--- src/rtl/mul_seq_ctrl_pkg.sv ---
// Shared processor package: controller state encoding, datapath width defaults,
// and the multiplier timing constants used to size the settle window.
package mul_seq_ctrl_pkg;

    localparam logic [1:0] IDLE      = 2'b00;
    localparam logic [1:0] SETTLE    = 2'b01;
    localparam logic [1:0] WRITEBACK = 2'b10;

    typedef enum logic [1:0] {
        ST_IDLE      = IDLE,
        ST_SETTLE    = SETTLE,
        ST_WRITEBACK = WRITEBACK
    } mul_state_t;

    localparam int DATA_W_DEF = 8;
    localparam int ADDR_W_DEF = 3;

    // Combinational multiplier propagation delay and system clock period, in the same time units.
    localparam int MUL_DELAY  = 3;
    localparam int CLK_PERIOD = 8;

    localparam int CNT_W = 4;

    // Smallest settle count whose window strictly exceeds the multiplier delay.
    function automatic int min_settle_cycles(input int period);
        return (MUL_DELAY / period) + 1;
    endfunction

endpackage

--- src/rtl/mul_settle_counter.sv ---
// Loadable 4-bit down-counter timing the operand settle window.
// It stops at zero and flags zero combinationally.
module mul_settle_counter
    import mul_seq_ctrl_pkg::*;
(
    input  logic             clk,
    input  logic             reset_n,
    input  logic             load,
    input  logic [CNT_W-1:0] load_value,
    input  logic             dec,
    output logic [CNT_W-1:0] count,
    output logic             zero
);

    always_ff @(posedge clk or negedge reset_n) begin
        if (!reset_n) begin
            count <= '0;
        end else if (load) begin
            count <= load_value;
        end else if (dec && (count != '0)) begin
            count <= count - 1'b1;
        end
    end

    assign zero = (count == '0);

endmodule

--- src/rtl/mul_seq_ctrl.sv ---
// Sequencing controller for the combinational 8-bit multiplier: captures operands,
// holds them for SETTLE_CYCLES, samples the product and issues a one-cycle register write.
module mul_seq_ctrl
    import mul_seq_ctrl_pkg::*;
#(
    parameter int SETTLE_CYCLES = 2,
    parameter int DATA_W        = DATA_W_DEF,
    parameter int ADDR_W        = ADDR_W_DEF
) (
    input  logic              clk,
    input  logic              reset_n,
    input  logic              start,
    input  logic [DATA_W-1:0] operand1,
    input  logic [DATA_W-1:0] operand2,
    input  logic [ADDR_W-1:0] dest_addr,
    output logic [DATA_W-1:0] mul_data1,
    output logic [DATA_W-1:0] mul_data2,
    input  logic [DATA_W-1:0] mul_result,
    output logic              stall,
    output logic              busy,
    output logic              write_en,
    output logic [ADDR_W-1:0] write_addr,
    output logic [DATA_W-1:0] write_data,
    output logic              done,
    output logic [1:0]        dbg_state,
    output logic [CNT_W-1:0]  dbg_count
);

    // SETTLE_CYCLES must lie in 1..15; the counter is loaded with S-1 so the
    // product is sampled on the S-th edge after the accept edge.
    localparam logic [CNT_W-1:0] LOAD_VALUE = CNT_W'(SETTLE_CYCLES - 1);

    mul_state_t        state;
    logic [ADDR_W-1:0] dest_q;
    logic              accept;
    logic              cnt_dec;
    logic              cnt_zero;

    // Handshake: start is a request sampled every rising edge; it is taken only when
    // the controller is IDLE or in WRITEBACK, and stall is the not-ready indication
    // back to the CPU, high while settling or while a request is being accepted.
    assign accept  = start && ((state == ST_IDLE) || (state == ST_WRITEBACK));
    assign cnt_dec = (state == ST_SETTLE) && !cnt_zero;
    assign stall   = reset_n && ((state == ST_SETTLE) || accept);

    mul_settle_counter u_counter (
        .clk        (clk),
        .reset_n    (reset_n),
        .load       (accept),
        .load_value (LOAD_VALUE),
        .dec        (cnt_dec),
        .count      (dbg_count),
        .zero       (cnt_zero)
    );

    always_ff @(posedge clk or negedge reset_n) begin
        if (!reset_n) begin
            state      <= ST_IDLE;
            mul_data1  <= '0;
            mul_data2  <= '0;
            dest_q     <= '0;
            write_en   <= 1'b0;
            write_addr <= '0;
            write_data <= '0;
            done       <= 1'b0;
            busy       <= 1'b0;
        end else begin
            write_en <= 1'b0;
            done     <= 1'b0;
            case (state)
                ST_IDLE, ST_WRITEBACK: begin
                    if (start) begin
                        mul_data1 <= operand1;
                        mul_data2 <= operand2;
                        dest_q    <= dest_addr;
                        state     <= ST_SETTLE;
                        busy      <= 1'b1;
                    end else begin
                        state <= ST_IDLE;
                        busy  <= 1'b0;
                    end
                end
                ST_SETTLE: begin
                    busy <= 1'b1;
                    if (cnt_zero) begin
                        // Low DATA_W product bits only; overflow is discarded.
                        write_data <= mul_result;
                        write_addr <= dest_q;
                        write_en   <= 1'b1;
                        done       <= 1'b1;
                        state      <= ST_WRITEBACK;
                    end
                end
                default: begin
                    state <= ST_IDLE;
                    busy  <= 1'b0;
                end
            endcase
        end
    end

    assign dbg_state = state;

endmodule

--- config.mk ---
export PLATFORM = sky130hd
export DESIGN_NAME = mul_seq_ctrl
export DESIGN_NICKNAME = d
export VERILOG_FILES = /design/src/rtl/mul_seq_ctrl_pkg.sv /design/src/rtl/mul_settle_counter.sv /design/src/rtl/mul_seq_ctrl.sv
export SDC_FILE = /design/constraint.sdc
export NUM_CORES = 1
export LEC_CHECK = 0
export ABC_AREA = 1
export BUFFER_PORTS_ARGS = -buffer_cell sky130_fd_sc_hd__buf_2
export CORE_MARGIN = 2
export CORE_UTILIZATION = 40
export CTS_CLUSTER_SIZE = 14
export DETAILED_ROUTE_END_ITERATION = 12
export PLACE_DENSITY_LB_ADDON = 0.1
export SETUP_SLACK_MARGIN = 0.02
export SYNTH_ARGS = -nofsm -noshare
export SYNTH_HDL_FRONTEND = slang
export SYNTH_HIERARCHICAL = 1
export SYNTH_SLANG_ARGS = --single-unit
--- constraint.sdc ---
create_clock -name clk -period 2.3 [get_ports clk]
set_clock_uncertainty 0.1 [all_clocks]
set_input_delay 0.46 -clock clk [delete_from_list [all_inputs] [get_ports clk]]
set_output_delay 0.46 -clock clk [all_outputs]
set_load 0.02 [all_outputs]
; ---- Yosys cells after proc, flatten, opt, wreduce, memory -nomap -nowiden
; Cells that the tools add are included.
[word_totals]
out_inout_bits = 37
wordCells = 36
regBits = 38
[op_classes]
reduce_logical = 14
muxes = 9
n_addsub = 1
n_eq_ne = 3
[ops]
columns = op, count
row1 = $mux W4, 2
row2 = $logic_and A1 B1 Y1, 4
row3 = $logic_not A4 Y1, 1
row4 = $mux W1, 4
row5 = $pmux W2 S2, 1
row6 = $reduce_and A2 Y1, 2
row7 = $reduce_bool A4 Y1, 1
row8 = $sub A4 B1 Y4 const B, 1
row9 = $eq A2 B1 Y1 const B, 1
row10 = $eq A2 B2 Y1 const B, 1
row11 = $logic_not A2 Y1, 1
row12 = $logic_or A1 B1 Y1, 2
row13 = $mux W2, 1
row14 = $ne A2 B2 Y1 const B, 1
row15 = $pmux W1 S2, 1
row16 = $reduce_bool A2 Y1, 1
row17 = $reduce_or A2 Y1, 1
row18 = $logic_not A1 Y1, 1

; ---- Longest topological paths before layout
[logic_depth]
word_depth = 6
depth_mapped = 10

; ---- By module
; Netlist, hierarchy kept.
[by_module_without_submodules]
columns = module, seq_area_each_um2, instances, cells_each, area_per_inst_um2
row1 = mul_seq_ctrl, 850.8, 1, 148, 1348.8
row2 = mul_settle_counter, 100.1, 1, 46, 295.3

; ---- Least setup slack after synthesis
; OpenSTA, ideal clock, no wires.
[synth_timing]
path_kind = register to register
from = reg u_counter.count[0]
to = reg u_counter.count[3]
setup_time_ns = 0.116
required_time_ns = 2.084
setup_slack_ns = 0.493
synth_period_minus_slack_ns = 1.807
arrival_ns = 1.590
n_path_buf = 1
stages_incl_launch_ff = 11
path_cell_list = dfrtp_1 -> inv_1 -> ha_1 -> nand2_2 -> inv_1 -> buf_2 -> nor2_1 -> nand3b_1 -> nand2_1 -> clkinv_1 -> nand2_1
[synth_between]
elab_chain_cells = 5
[synth_lines]
columns = item, line
row1 = "start, declared", mul_settle_counter.sv:11  ; output logic [CNT_W-1:0] count,
row2 = "start signal, assigned", mul_settle_counter.sv:19  ; count <= load_value;
row3 = "start signal, assigned", mul_settle_counter.sv:21  ; count <= count - 1'b1;
row4 = $logic_not A4 Y1, mul_settle_counter.sv:25  ; assign zero = (count == '0);
row5 = via cnt_zero, mul_seq_ctrl.sv:37  ; logic cnt_zero;
row6 = $logic_not A1 Y1, mul_seq_ctrl.sv:43  ; assign cnt_dec = (state == ST_SETTLE) && !cnt_zero;
row7 = $logic_and A1 B1 Y1, mul_seq_ctrl.sv:43
row8 = via cnt_dec, mul_seq_ctrl.sv:36  ; logic cnt_dec;
row9 = $logic_and A1 B1 Y1, mul_settle_counter.sv:20  ; end else if (dec && (count != '0)) begin
row10 = $reduce_bool A2 Y1 (no line), -
; The timed path passes the listed nets, and every way through them passes these cells. The select of a mux whose other input is x is not followed.
; A chain may end at the register's enable or synchronous reset.

; ---- Worst setup path after layout
[layout_timing]
from = reg state[0], in the netlist dbg_state[0]
to = out stall
[layout_between]
elab_chain_cells = 5
[layout_lines]
columns = item, line
row1 = "start, declared", mul_seq_ctrl.sv:33  ; mul_state_t state;
row2 = "start signal, assigned", mul_seq_ctrl.sv:58  ; state <= ST_IDLE;
row3 = "start signal, assigned", mul_seq_ctrl.sv:76  ; state <= ST_SETTLE;
row4 = "start signal, assigned", mul_seq_ctrl.sv:79  ; state <= ST_IDLE;
row5 = $eq A2 B2 Y1 / $logic_not A2 Y1 (equally long branches), mul_seq_ctrl.sv:42  ; assign accept = start && ((state == ST_IDLE) || (state == ST_WRITEBACK));
row6 = $logic_or A1 B1 Y1, mul_seq_ctrl.sv:42
row7 = $logic_and A1 B1 Y1, mul_seq_ctrl.sv:42
row8 = $logic_or A1 B1 Y1 *, mul_seq_ctrl.sv:44  ; assign stall = reset_n && ((state == ST_SETTLE) || accept);
row9 = $logic_and A1 B1 Y1 *, mul_seq_ctrl.sv:44
row10 = "end, declared", mul_seq_ctrl.sv:19  ; output logic stall,
; Mark *: on every way between the ends. The rest lies on a longest branch, timed or not.

==> flow_summary_export.csv <==
group,metric,value,unit
run_status,status,"complete, no violations",
synth,synth_area_per_cell,8.475,um^2
route,ant_nets,0,
synth,ys_top_cells_by_area,"dfrtp_1, nand2_1, nand4_1",
setup_path,cp_data_required_time,1740,ps
route,wl,3.476,mm
synth,synth_top_cell_by_area,"dfrtp_1",
setup_path,reg2reg_from,"u_counter/count[0]$_DFFE_PN0P_",
power,power_leakage,0.001263,uW
synth,ys_warn_count,6,
floorplan,start_util,41.40,%
setup_path,critical_path_class,"flip-flop to output pin",
timing,rsz0062_at_grt,"no",
cells_and_area,num-nets-final,296,
job,drv_cap,0,
global_routing,grt_pass1_wl,5.478,mm
clock_network,ctsResizeCount,0,
synth,synth_cell_types,20,
timing,drv_slew,0,
timing,fmax,0.5387,GHz
clock_network,cts_hold_buf,0,
global_routing,grt_start_max_net_pins,39,
cells_and_area,final_cell_mix,"nand2_1, buf_2, dfrtp_1, nand4_1, inv_1",
synth,syn-cell-area,1644,um^2
synth,yosysSeqAreaShare,57.84,%
clock_network,cts_tree,"done",
route,via_count,1396,
clock_network,clock_latency,280,ps
synth,yosys.area.top_type_share,57.84,%
floorplan,io_pins,67,
timing,holdWs,136.5,ps
global_routing,grt_usage,16.08,%
setup_path,crit_fanout,12,
timing,fin_crit_sh,80.71,%
floorplan,dieArea,4639,um^2
setup_path,critPathArrivalTime,1300,ps
floorplan,dieHeight,68.11,um
clock_network,cts_buffers,5,
setup_path,start_kind,"flip-flop",
timing,period_needed,1856,ps
floorplan,std_cell_rows,23,
timing,worst_slack,443.6,ps
clock_network,cts_sinks,38,
floorplan,die_x,68.11,um
placed_design,routabilityCongestion,0.7778,
floorplan,core,3971,um^2
cells_and_area,area_delta_synth_final,27.70,%
timing,setup_tns,0,ps
route,via_per_inst,4.446,
global_routing,grt_overflow,0,
clock_network,path_clk_slew,70,ps
placed_design,numPortBuffers,66,
clock_network,clockBufferDepth,2,
power,ir_worst_vdd,0.6038,mV
cells_and_area,final_common_cell,"nand2_1",
global_routing,antenna_found_initial,0,
timing,report.final.setup_viol,0,
timing,final-hold-violation-count,0,
route,drc_errors,0,
route,drtIter0Drc,92,
synth,ys_ff_latch,38,
setup_path,startpoint,"dbg_state[0]$_DFFE_PN0P_",
global_routing,grt_pass1_vias,1229,
route,firstDrtPassIters,4,
hold_path,holdCritPathClass,"input pin to async pin",
clock_network,cts_setup_buffers,0,
synth,netlist_instances,194,
placed_design,dpl_worst_slack,636.0,ps
route,wl_per_cell,11.07,um
setup_path,cp-end-kind,"output pin",
cells_and_area,antenna_cells,0,
clock_network,htreeDepth,2,
clock_network,root_buffer,"clkbuf_8",
power,powerDensity,1515,nW/um^2
placed_design,post-dp-hpwl,2.463,mm
cells_and_area,drive_above_1_share,32.58,%
synth_stat cells:
master,n
nand3b_1,2
nand3_2,1
clkinv_1,1
a21oi_1,1
ha_1,1
buf_2,4
o21ai_0,3
nand4_1,11
nand2_2,3
nand3_1,3
nand2_1,102
buf_4,3
buf_6,2
dfrtp_1,38
nor2_1,3
inv_1,9
conb_1,2
inv_2,3
nor2_2,1
nand2_4,1
layout make-up:
type                    instances  area [um^2]
fillers                       399         1872
flip-flops and latches         38        950.9
multi-input cells             136        586.8
repair buffers                 71        367.9
clock buffers                   6        82.58
well taps                      50        62.56
inverters                      13        48.80
flip-flops by register name, summed over array words and instances (netlist names):
register and count:
done 1, write_addr 3, write_data 8, mul_data1 8, dbg_state 2, mul_data2 8, u_counter/count 4, dest_q 3
busy 1
critical path, stage by stage, from the launching register on:
cell	delay, ps
dfrtp_1	440
inv_2	70
nand2_2	150
a21oi_1	180
buf_2	180
power breakdown:
part,internal [uW],switching [uW]
combinational,525,1040
sequential,988,186
clock,231,209
total,1740,1440
per-stage QoR:
stage / instances / utilization (%) / power [uW] / instance area, um^2
after global placement: 308 / 50.79 / 2752 / 2017
final: 314 / 52.87 / 3181 / 2100
after CTS: 314 / 52.87 / 3219 / 2100
after global routing: 314 / 52.87 / 3464 / 2100
after floorplan: 196 / - / 2277 / 1652
after detailed placement: 308 / 50.79 / 2768 / 2017
worst paths after layout:
check,slack [ps],endpoint,cells after the start
max,440,stall,4
min,140,u_counter/count[0]$_DFFE_PN0P_,2
max reg2reg,660,u_counter/count[3]$_DFFE_PN0P_,9
min reg2reg,370,write_data[1]$_DFFE_PN0P_,2
max in group asynchronous,1620,write_addr[1]$_DFFE_PN0P_,2
min in group clk,270,mul_data1[0]$_DFFE_PN0P_,3
routing by layer:
metal | part of all wire, % | wire [um] | up-vias | global-route usage, %
met5 | 0 | 0 | - | 0
met1 | 48 | 1662 | 621 | 21.84
met2 | 45 | 1566 | 39 | 24.03
li1 | - | - | 731 | -
met4 | 1.0 | 36 | 0 | 6.250
met3 | 6.0 | 210 | 5 | 4.934
cell families (layout without fill, tap and decap cells):
logic type | Yosys count | after routing | share of synthesized area, %
compound gates | 4 | 4 | 1.217
buf+inv | 22 | 90 | 6.925
flops | 38 | 38 | 57.84
other cells | 2 | 4 | 0.4568
simple gates | 127 | 127 | 32.80
fa+ha+maj | 1 | 1 | 0.7609
No activity file was read; power rests on OpenSTA's default activity.
